[config.mk]
export PLATFORM = sky130hd
export DESIGN_NAME = serial_addsub
export DESIGN_NICKNAME = d
export VERILOG_FILES = /design/src/rtl/serial_addsub.sv
export SDC_FILE = /design/constraint.sdc
export NUM_CORES = 1
export LEC_CHECK = 0
export ABC_CLOCK_PERIOD_IN_PS = 4050
export CAP_MARGIN = 20
export CORE_ASPECT_RATIO = 1.5
export CORE_MARGIN = 2
export CORE_UTILIZATION = 50
export CTS_BUF_LIST = sky130_fd_sc_hd__clkbuf_16
export DETAILED_ROUTE_END_ITERATION = 10
export HOLD_SLACK_MARGIN = 0.02
export PLACE_DENSITY = 0.85
export SLEW_MARGIN = 30
export SYNTH_ARGS = -nofsm -noshare
export SYNTH_HDL_FRONTEND = slang
export SYNTH_SLANG_ARGS = --single-unit
[constraint.sdc]
create_clock -name clk -period 4.05 [get_ports clk]
set_input_delay 0.405 -clock clk [delete_from_list [all_inputs] [get_ports clk]]
set_output_delay 0.405 -clock clk [all_outputs]
set_load 0.02 [all_outputs]
[src/rtl/serial_addsub.sv]
// Digit-serial N-bit adder/subtractor: DIGIT bits per clock, low digit first, valid/ready on both sides.
// Optional macro SERIAL_ADDSUB_SATURATE_EN clamps the result on signed overflow.
module serial_addsub #(
  parameter int N     = 32,
  parameter int DIGIT = 8
) (
  input  logic         clk,
  input  logic         rst_n,
  input  logic         in_valid,
  output logic         in_ready,
  input  logic [N-1:0] a,
  input  logic [N-1:0] b,
  input  logic         c_in,
  input  logic         op,
  output logic         out_valid,
  input  logic         out_ready,
  output logic [N-1:0] sum,
  output logic         c_out,
  output logic         overflow,
  output logic         zero
);

  localparam int NDIG = N / DIGIT;
  localparam int CW   = (NDIG > 1) ? $clog2(NDIG) : 1;

  if ((N % DIGIT) != 0) begin : g_bad_digit
    $error("serial_addsub: N (%0d) must be a multiple of DIGIT (%0d)", N, DIGIT);
  end

  typedef enum logic [1:0] {IDLE, BUSY, DONE} state_t;

  state_t          state, state_nxt;
  logic [CW-1:0]   idx;
  logic            carry;
  logic [N-1:0]    a_sh, b_sh, acc;
  logic [DIGIT:0]  dsum;
  logic            accept, last;
  logic [N-1:0]    res_raw, res_fin;
  logic            ovf_fin;

`ifdef SERIAL_ADDSUB_SATURATE_EN
  function automatic logic [N-1:0] saturate(input logic [N-1:0] v, input logic ovf,
                                            input logic a_neg);
    if (!ovf) return v;
    return a_neg ? {1'b1, {(N-1){1'b0}}} : {1'b0, {(N-1){1'b1}}};
  endfunction
`endif

  assign accept = in_valid && (state == IDLE);
  assign last   = (idx == CW'(NDIG - 1));
  assign dsum   = {1'b0, a_sh[DIGIT-1:0]} + {1'b0, b_sh[DIGIT-1:0]} + (DIGIT+1)'(carry);
  // New digit enters at the top; after the last digit the accumulator holds the full result.
  assign res_raw = N'({dsum[DIGIT-1:0], acc} >> DIGIT);
  // On the final digit a_sh/b_sh hold the operand MSBs in their top digit bit.
  assign ovf_fin = (a_sh[DIGIT-1] == b_sh[DIGIT-1]) && (dsum[DIGIT-1] != a_sh[DIGIT-1]);

`ifdef SERIAL_ADDSUB_SATURATE_EN
  assign res_fin = saturate(res_raw, ovf_fin, a_sh[DIGIT-1]);
`else
  assign res_fin = res_raw;
`endif

  always_ff @(posedge clk or negedge rst_n) begin
    if (!rst_n) state <= IDLE;
    else        state <= state_nxt;
  end

  always_comb begin
    state_nxt = state;
    case (state)
      IDLE:    if (in_valid)  state_nxt = BUSY;
      BUSY:    if (last)      state_nxt = DONE;
      DONE:    if (out_ready) state_nxt = IDLE;
      default:                state_nxt = IDLE;
    endcase
  end

  always_comb begin
    in_ready  = (state == IDLE);
    out_valid = (state == DONE);
  end

  // Operand shift registers and partial result: data only, no reset needed.
  always_ff @(posedge clk) begin
    if (accept) begin
      a_sh <= a;
      b_sh <= op ? ~b : b;
    end else if (state == BUSY) begin
      a_sh <= a_sh >> DIGIT;
      b_sh <= b_sh >> DIGIT;
      acc  <= res_raw;
    end
  end

  always_ff @(posedge clk or negedge rst_n) begin
    if (!rst_n) begin
      idx      <= '0;
      carry    <= 1'b0;
      sum      <= '0;
      c_out    <= 1'b0;
      overflow <= 1'b0;
      zero     <= 1'b0;
    end else if (accept) begin
      idx   <= '0;
      carry <= op ? ~c_in : c_in;
    end else if (state == BUSY) begin
      idx   <= idx + 1'b1;
      carry <= dsum[DIGIT];
      if (last) begin
        sum      <= res_fin;
        c_out    <= dsum[DIGIT];
        overflow <= ovf_fin;
        zero     <= (res_fin == '0);
      end
    end
  end

endmodule

==> results.ini <==
[yosys]
syn_inst = 429
synth-edff-count = 88
synth_ff_type = edfxtp_1
synthDistinctLibCells = 34
syn-num-nets = 509
synthesis.area_sq_um = 5466
yosys_warnings = 0
seq_area_frac_synth_pct = 66.65
avgSynthCellArea_sq_um = 12.74
synthArstFlopShare_pct = 31.25
ys_ff_latch = 128

[timing]
grt_setup_unrepaired = no
skew_ps = 9.036
finalSetupViolCount = 0
slew_viol_final = 0
timing.fmax_mhz = 381.3
hold_viol = 0
fin_crit_sh_pct = 64.76
fin_tns_setup_ps = 0
finalCriticalPeriod_ps = 2623
relSlewSlack_pct = 40.58
worst_pin_slew_ps = 891.3

[grt]
track_usage_pct = 19.16
grt_max_degree = 85
grt_pass1_vias = 3617
gr-total-overflow = 0
grt_pass1_wl_um = 17000
grt_antenna_before_repair = 0

[routing]
vias = 3554
wl_met1_um = 4136
post-route-drc-count = 0
routed-wl-met3_um = 561
wl_per_cell_um = 15.54
drtAntennaViolNets = 0
highest_layer = met4
route.met2.wl_um = 5969
avgViaCountPerCell = 5.114
drt_iter0_drc = 147
routed_wl_um = 10800
drt-pass1-iter-count = 4

[clocking]
numCtsBuffers = 17
root_buffer = clkbuf_16
cts-resized-gates = 0
cts.sinks = 128
clock_latency_ps = 410
holdBufCountCts = 0
clockBufferDepth = 2
htree_levels = 4
cts_setup_buffers = 0
clk_pin_slew_ps = 50
tritoncts = built

[worst_setup_path]
rr_endpoint = zero
crit_path_start_kind = flop
cp_max_fo = 32
cpMostUsedCell = buf_4
path_cells = nand2b_1 -> inv_1 -> buf_4 -> nand2_1 -> buf_4 -> nor4_1 -> nand4_1 -> o31ai_2
reg2regPathDepth = 8
cpLargestDelayFamily = simple AND/OR/NAND/NOR gates
critical-path-slowest-cell = dfrtp_1
max_stage_delay_ps = 380
cp.arrival_ps = 2930
path_class = flop to flop
crit_required_ps = 4360
path_buf_inv = 3
r2r_slack_ps = 1430
r2r_start = state[1]
end_kind = flop

[placement]
placed_area_sq_um = 6650
gp_congestion = 0.8470
place_inst = 662
dpl.hpwl_um = 7769
port_buffers = 106

[pwr]
clockPowerShare_pct = 20.7
vdd_ir_drop_max_v = 0.0004213
internal_power_w = 0.004170
cellLeakagePower_nw = 2.909
switching_share_pct = 34.32
seqPwrFrac_pct = 42.8
power.switching_w = 0.002179
p_comb_share_pct = 36.4
power_w = 0.006349
p_per_area_nw_per_um2 = 884.5

[final_layout]
areaGrowthSynthToFinish_pct = 31.31
layout-drive-gt1-share_pct = 11.62
final_nets = 618
utilization_pct = 67.78
instances_no_fill = 695
finalInstanceArea_sq_um = 7178
n_fill_cell = 775
antenna_cells = 0

[worst_hold_path]
hp-class = flop to flop
min_from = acc[27]
hold_path_depth = 0
hold_end = acc[19]

[floorplan]
initial_utilization_pct = 51.62
die-area_sq_um = 11800
die_width_um = 89.38
design.core.area_sq_um = 10590
fp-row-count = 46
io_pins = 107
die_height_um = 132.1

[flow_run]
drv_cap = 0

[outcome]
outcome = complete, no violations

final cells by class:
type	instances	area, sq um	share of cell area (%)
sequential	128	3643	50.76
multi-input combinational	274	1719	23.95
timing repair buffer	112	1101	15.34
clock buffer	17	425.4	5.926
tap	144	180.2	2.510
clock inverter	15	90.09	1.255
inverter	5	18.77	0.2615
per-stage QoR:
step	hold WS, ps	worst slack [ps]
5_1_grt	500.1	1230
2_1_floorplan	109.4	1213
3_5_place_dp	475.0	1397
3_3_place_gp	465.9	1632
6_report	482.7	1427
4_1_cts	148.9	1392
per-layer routing:
layer | up-vias | track usage (%)
met5 | - | 0
met4 | 0 | 7.297
met1 | 1697 | 21.53
met3 | 10 | 5.009
li1 | 1714 | -
met2 | 133 | 33.79
logic make-up (layout without fill, tap and decap cells):
logic type	count (synthesis)	after routing	share of synthesized area [%]
AO/OA/AOI/OAI	47	47	4.967
adder cells (fa/ha/maj)	10	10	2.564
flip-flops	128	128	66.65
multiplexers	29	29	5.974
AND/OR/NAND/NOR	149	149	11.47
buffers and inverters	27	149	1.991
XOR/XNOR	39	39	6.386
how the worst max path moves through the flow:
stage / from / endpoint / cells after the start
after detailed placement: state[1] / zero / 8
after global routing: state[1] / zero / 8
after floorplan: in_valid / a_sh[0] / 4
after CTS: state[1] / zero / 8
final: state[1] / zero / 8
after global placement: carry / carry / 7
synth_stat cells (all sizes together) (2+ instances only):
cell type,number,area [sq um]
a21oi,2,10.01
and2,2,12.51
and3,10,62.56
buf,8,37.54
clkbuf,14,52.55
dfrtp,40,1001
edfxtp,88,2643
fa,2,40.04
ha,8,100.1
inv,5,18.77
mux2,29,326.6
nand2,107,401.6
nand2b,3,18.77
nand3,3,15.01
nand4,2,12.51
nor2,13,48.80
nor4,7,43.79
o21ai,35,175.2
o31ai,2,20.02
xnor2,35,306.5
xor2,4,42.55
power by group through the flow:
stage / clock network (W) / logic [W] / registers, W
global route: 0.00138 / 0.00254 / 0.00279
CTS: 0.00133 / 0.00233 / 0.00273
finish: 0.00132 / 0.00231 / 0.00272
global placement: 0 / 0.00219 / 0.00270
floorplan: 0 / 0.00130 / 0.00285
detailed placement: 0 / 0.00231 / 0.00275
cell usage in the layout, fill, tap and decap left out, types with 7 or more instances in the layout:
master and n:
xnor2_1 35, dfrtp_1 40, nor2_1 13, nor4_1 7
and3_1 10, inv_1 10, ha_1 8, edfxtp_1 88
clkbuf_16 17, o21ai_0 35, mux2_2 29, clkdlybuf4s50_1 104
nand2_1 105
state kept, by name, summed over array words and instances (netlist names), 2 cells and up:
register / count
a_sh: 32
state: 2
acc: 24
b_sh: 32
idx: 2
sum: 32
(Power assumes the default switching activity.)
